### config.mk
export PLATFORM = sky130hd
export DESIGN_NAME = data_memory_arbiter
export DESIGN_NICKNAME = d
export VERILOG_FILES = /design/src/rtl/cpu_mem_pkg.sv /design/src/rtl/mem_latency_timer.sv /design/src/rtl/data_memory_arbiter.sv
export SDC_FILE = /design/constraint.sdc
export NUM_CORES = 1
export LEC_CHECK = 0
export ABC_AREA = 0
export CORE_MARGIN = 4
export CORE_UTILIZATION = 34
export CTS_BUF_LIST = sky130_fd_sc_hd__clkbuf_8
export DETAILED_ROUTE_END_ITERATION = 10
export PLACE_DENSITY = 0.76
export SYNTH_ARGS = -nofsm -noshare
export SYNTH_HDL_FRONTEND = slang
export SYNTH_HIERARCHICAL = 1
export SYNTH_SLANG_ARGS = --single-unit
### constraint.sdc
create_clock -name clk -period 3 [get_ports clk]
set_input_delay 0.9 -clock clk [delete_from_list [all_inputs] [get_ports clk]]
set_output_delay 0.9 -clock clk [all_outputs]
set_load 0.01 [all_outputs]
### src/rtl/cpu_mem_pkg.sv
// Shared types and constants for the data-memory arbiter slice.
package cpu_mem_pkg;

   localparam int ADDR_W           = 16;
   localparam int DATA_W           = 16;
   localparam int MEM_LATENCY_DEF  = 2;
   localparam int EXT_MAX_WAIT_DEF = 4;

   typedef enum logic [1:0] {
      IDLE        = 2'd0,
      CPU_RD_WAIT = 2'd1,
      CPU_RD_DONE = 2'd2,
      EXT_RD_WAIT = 2'd3
   } arb_state_t;

endpackage

### src/rtl/mem_latency_timer.sv
// Loadable down-counter timing a memory read; done marks the cycle whose
// decrement reaches zero, which is the cycle the read data is valid.
module mem_latency_timer #(
   parameter int MEM_LATENCY = 2
) (
   input  logic clk,
   input  logic reset,
   input  logic load,
   output logic done
);

   localparam int CNT_W = $clog2(MEM_LATENCY + 1);

   logic [CNT_W-1:0] cnt;

   always_ff @(posedge clk or posedge reset) begin
      if (reset) begin
         cnt <= '0;
      end else if (load) begin
         cnt <= CNT_W'(MEM_LATENCY);
      end else if (cnt != '0) begin
         cnt <= cnt - CNT_W'(1);
      end
   end

   assign done = (cnt == CNT_W'(1));

endmodule

### src/rtl/data_memory_arbiter.sv
// Single-port data memory arbiter between the CPU memory stage and an
// external loader/debug port; also generates the pipeline stall.
//
// state        | meaning
// IDLE         | free; may issue one CPU or ext access this cycle
// CPU_RD_WAIT  | CPU read in flight, waiting on memory latency
// CPU_RD_DONE  | cpu_rdata valid, pipeline advances, no issue
// EXT_RD_WAIT  | ext read in flight; last cycle pulses ext_rvalid
module data_memory_arbiter
   import cpu_mem_pkg::*;
#(
   parameter int MEM_LATENCY  = MEM_LATENCY_DEF,
   parameter int EXT_MAX_WAIT = EXT_MAX_WAIT_DEF
) (
   input  logic              clk,
   input  logic              reset,
   input  logic              cpu_read_req,
   input  logic              cpu_write_req,
   input  logic [ADDR_W-1:0] cpu_addr,
   input  logic [DATA_W-1:0] cpu_wdata,
   output logic [DATA_W-1:0] cpu_rdata,
   output logic              stall_pipeline,
   input  logic              ext_req,
   input  logic              ext_we,
   input  logic [ADDR_W-1:0] ext_addr,
   input  logic [DATA_W-1:0] ext_wdata,
   output logic              ext_gnt,
   output logic [DATA_W-1:0] ext_rdata,
   output logic              ext_rvalid,
   output logic              mem_en,
   output logic              mem_we,
   output logic [ADDR_W-1:0] mem_addr,
   output logic [DATA_W-1:0] mem_wdata,
   input  logic [DATA_W-1:0] mem_rdata
);

   localparam int WAIT_W = $clog2(EXT_MAX_WAIT + 1);

   arb_state_t        state, state_nxt;
   logic [WAIT_W-1:0] wait_cnt;
   logic              cpu_rd, cpu_wr, cpu_any;
   logic              ext_win, cpu_win;
   logic              timer_load, timer_done;
   logic              cpu_capture, ext_capture;

   // A simultaneous read and write request is a store; the read is dropped.
   assign cpu_wr  = cpu_write_req;
   assign cpu_rd  = cpu_read_req & ~cpu_write_req;
   assign cpu_any = cpu_rd | cpu_wr;

   mem_latency_timer #(.MEM_LATENCY(MEM_LATENCY)) u_timer (
      .clk   (clk),
      .reset (reset),
      .load  (timer_load),
      .done  (timer_done)
   );

   always_ff @(posedge clk or posedge reset) begin
      if (reset) begin
         state <= IDLE;
      end else begin
         state <= state_nxt;
      end
   end

   always_comb begin
      state_nxt   = state;
      ext_win     = 1'b0;
      cpu_win     = 1'b0;
      timer_load  = 1'b0;
      cpu_capture = 1'b0;
      ext_capture = 1'b0;
      case (state)
         IDLE: begin
            if (ext_req && (!cpu_any || wait_cnt == WAIT_W'(EXT_MAX_WAIT))) begin
               ext_win = 1'b1;
               if (!ext_we) begin
                  timer_load = 1'b1;
                  state_nxt  = EXT_RD_WAIT;
               end
            end else if (cpu_any) begin
               cpu_win = 1'b1;
               if (cpu_rd) begin
                  timer_load = 1'b1;
                  state_nxt  = CPU_RD_WAIT;
               end
            end
         end
         CPU_RD_WAIT: begin
            if (timer_done) begin
               cpu_capture = 1'b1;
               state_nxt   = CPU_RD_DONE;
            end
         end
         CPU_RD_DONE: state_nxt = IDLE;
         EXT_RD_WAIT: begin
            if (ext_rvalid) begin
               state_nxt = IDLE;
            end else if (timer_done) begin
               ext_capture = 1'b1;
            end
         end
         default: state_nxt = IDLE;
      endcase
   end

   // Combinational outputs are forced low while reset is held.
   always_comb begin
      ext_gnt        = ext_win & ~reset;
      mem_en         = (ext_win | cpu_win) & ~reset;
      mem_we         = mem_en & (ext_win ? ext_we : cpu_wr);
      mem_addr       = '0;
      mem_wdata      = '0;
      if (mem_en) begin
         mem_addr  = ext_win ? ext_addr  : cpu_addr;
         mem_wdata = ext_win ? ext_wdata : cpu_wdata;
      end
      stall_pipeline = ~reset & cpu_any &
                       ((cpu_rd & (state != CPU_RD_DONE)) | ext_win | (state == EXT_RD_WAIT));
   end

   always_ff @(posedge clk or posedge reset) begin
      if (reset) begin
         wait_cnt   <= '0;
         cpu_rdata  <= '0;
         ext_rdata  <= '0;
         ext_rvalid <= 1'b0;
      end else begin
         ext_rvalid <= ext_capture;
         if (cpu_capture) cpu_rdata <= mem_rdata;
         if (ext_capture) ext_rdata <= mem_rdata;
         if (ext_gnt) begin
            wait_cnt <= '0;
         end else if (ext_req && wait_cnt != WAIT_W'(EXT_MAX_WAIT)) begin
            wait_cnt <= wait_cnt + WAIT_W'(1);
         end
      end
   end

endmodule
==> impl_metrics.json <==
{
  "synth_area_um2": 2385,
  "drv_cap": 0,
  "cts_made_buffers": 5,
  "status": "finished, final reports clean",
  "multi_input_area_um2": 1365,
  "syn-mean-instance-area_um2": 9.655,
  "whs_ns": 0.5079,
  "holdBufCountCts": 0,
  "pin_count": 155,
  "area_growth_pct": 87.30,
  "end_kind": "output port",
  "clock_latency_ns": 0.28,
  "power_density_nw_per_um2": 819.8,
  "grt_first_pass_wirelength_mm": 13.61,
  "wl_mm": 8.753,
  "antenna_found_initial": 0,
  "synthCells": 247,
  "drive_gt1_share_pct": 35.25,
  "post-route-period-util_pct": 99.14,
  "ys_ff_latch": 40,
  "critPathRequiredTime_ns": 2.10,
  "clkTransAtPathRegs_ns": 0.07,
  "initial_core_util_pct": 35.10,
  "dp_slack_ns": -0.6689,
  "setup_viol": 0,
  "yosys_warnings": 6,
  "firstDrtPassIters": 5,
  "final.fill_count": 549,
  "cts_buffer_depth": 2,
  "synth_nets": 337,
  "fmax_mhz": 336.2,
  "drc": 0,
  "start_kind": "primary input",
  "grt_pass1_vias": 2730,
  "max_slew.worst_pin.slew_ns": 0.5962,
  "core_um2": 6794,
  "final_antenna_net_count": 0,
  "gp_congestion": 0.8346,
  "fin_crit_ns": 2.974,
  "vias_per_cell": 5.096,
  "hold_depth": 1,
  "final_common_cell": "clkdlybuf4s50_1",
  "cts_tree": "done",
  "cp_max_fo": 9,
  "dieHeight_um": 91.75,
  "rr_worst_depth": 4,
  "clock_sinks": 40,
  "final.setup.worst_slack_ns": 0.02588,
  "slew-limit-headroom_pct": 60.11,
  "n_antenna_cell": 0,
  "rows": 30,
  "drtIter0Drc": 89,
  "layout_common_cells": "clkdlybuf4s50_1 (114), dfrtp_1 (40), mux2_2 (34), buf_2 (34), nand3_1 (29)",
  "yosysUniqueCellTypes": 35,
  "overflow": 0,
  "ys_seq_area_share_pct": 41.97,
  "hold_path_class": "reg2reg",
  "port_buffers": 154,
  "grt.total_usage_pct": 20.14,
  "dp_hpwl_mm": 6.114,
  "postLayoutCoreUtil_pct": 65.75,
  "arrival_ns": 2.07,
  "worstSetupPathType": "in2out",
  "die_w_um": 91.75,
  "fin_skew_ns": 0.002716,
  "htree_levels": 2,
  "peakVddDrop_mv": 0.6333,
  "hold_viol_final": 0,
  "final_nets": 507,
  "root_buffer": "clkbuf_8",
  "p_leak_uw": 0.001855,
  "seq_area_um2": 1001,
  "wire_per_inst_um": 17.06,
  "die_area_um2": 8418,
  "grt_max_degree": 34,
  "slew_violations": 0,
  "vias": 2614
}
[worst paths after layout]
| check | start | end | slack (ns) |
|---|---|---|---|
| max | reset | mem_addr[7] | 0.03 |
| min | cpu_rdata[4]$_DFFE_PP0P_ | cpu_rdata[4]$_DFFE_PP0P_ | 0.51 |
| max reg2reg | u_timer/cnt[1]$_DFFE_PP0P_ | ext_rdata[9]$_DFFE_PP0P_ | 1.22 |
| min reg2reg | cpu_rdata[4]$_DFFE_PP0P_ | cpu_rdata[4]$_DFFE_PP0P_ | 0.51 |
| max in group asynchronous | reset | ext_rdata[9]$_DFFE_PP0P_ | 1.83 |
| min in group asynchronous | reset | u_timer/cnt[0]$_DFFE_PP0P_ | 0.61 |
[metal layers]
layer / global-route usage (%) / part of all wire (%)
met5: 0 / 0
met4: 4.827 / 0.94
met3: 8.039 / 11
met2: 35.36 / 48
met1: 22.84 / 40
[critical path: stages]
cell and delay (ns):
buf_2 0.10, or3_4 0.38, a21o_4 0.26, buf_12 0.17
a21oi_1 0.11, buf_2 0.15
[logic make-up (layout without fill, tap and decap cells)]
group / count (synthesis) / after routing / share of synthesized area (%)
fa+ha+maj: 4 / 4 / 2.099
compound gates: 83 / 83 / 19.94
flops: 40 / 40 / 41.97
simple gates: 54 / 54 / 12.59
xor+xnor: 1 / 1 / 0.3673
buf+inv: 31 / 201 / 6.978
mux: 34 / 34 / 16.05
[final cells by class]
| cell class | count | share of cell area, % |
|---|---|---|
| clock buffers | 5 | 1.541 |
| multi-input cells | 176 | 30.56 |
| inverters | 9 | 0.7563 |
| well taps | 96 | 2.689 |
| clock inverters | 2 | 1.345 |
| flip-flops and latches | 40 | 22.41 |
| repair buffers | 185 | 40.70 |
[power breakdown]
group,total [uW],internal (uW),switching (uW)
Sequential,979,812,167
Combinational,2180,1230,944
Clock,506,327,178
Total,3660,2370,1290
[through the flow]
stage / std cells / setup TNS (ns) / cell area (um2) / total power [uW]
final: 513 / 0 / 4467 / 3662
after global routing: 513 / -0.006798 / 4467 / 3904
after global placement: 495 / -21.72 / 4151 / 2909
after CTS: 513 / 0 / 4425 / 3694
after detailed placement: 495 / -22.27 / 4151 / 2962
after floorplan: 247 / 0 / 2385 / 1939
[cells in the mapped netlist, drive strengths merged]
cell type / instances / share of area, %
a2111o: 1 / 0.47
o221a: 1 / 0.47
nand4b: 1 / 0.63
dfrtp: 40 / 42
ha: 4 / 2.1
a2bb2oi: 1 / 0.63
xor2: 1 / 0.37
a22o: 1 / 0.37
mux2: 34 / 16
nor3b: 1 / 0.52
or3b: 1 / 0.37
nand2b: 3 / 0.79
a21oi: 35 / 7.7
nor2: 2 / 0.31
a31o: 1 / 0.37
or2: 1 / 0.26
buf: 13 / 4.1
nand2: 4 / 0.63
nand3b: 2 / 0.63
o21ai: 35 / 7.3
nand3: 35 / 7.3
or3: 1 / 0.47
a211o: 1 / 0.37
a21o: 2 / 0.63
inv: 9 / 1.4
a221oi: 1 / 0.37
o2bb2ai: 1 / 0.37
a31oi: 1 / 0.26
o211ai: 2 / 0.63
clkbuf: 9 / 1.4
nor3: 3 / 0.63
[what timing repair did]
item                       in CTS  in global routing
pin swaps                       6                  3
setup endpoints to repair      36                 18
gates resized for setup       191                 16
setup buffers                   6                  1
cloned                          5                  0
[flip-flops by register name, indices dropped and copies added, names as in the netlist]
name / flops
state: 2
wait_cnt: 3
ext_rdata: 16
u_timer/cnt: 2
cpu_rdata: 16
ext_rvalid: 1
Note: power is estimated with default switching activity, not from simulation.
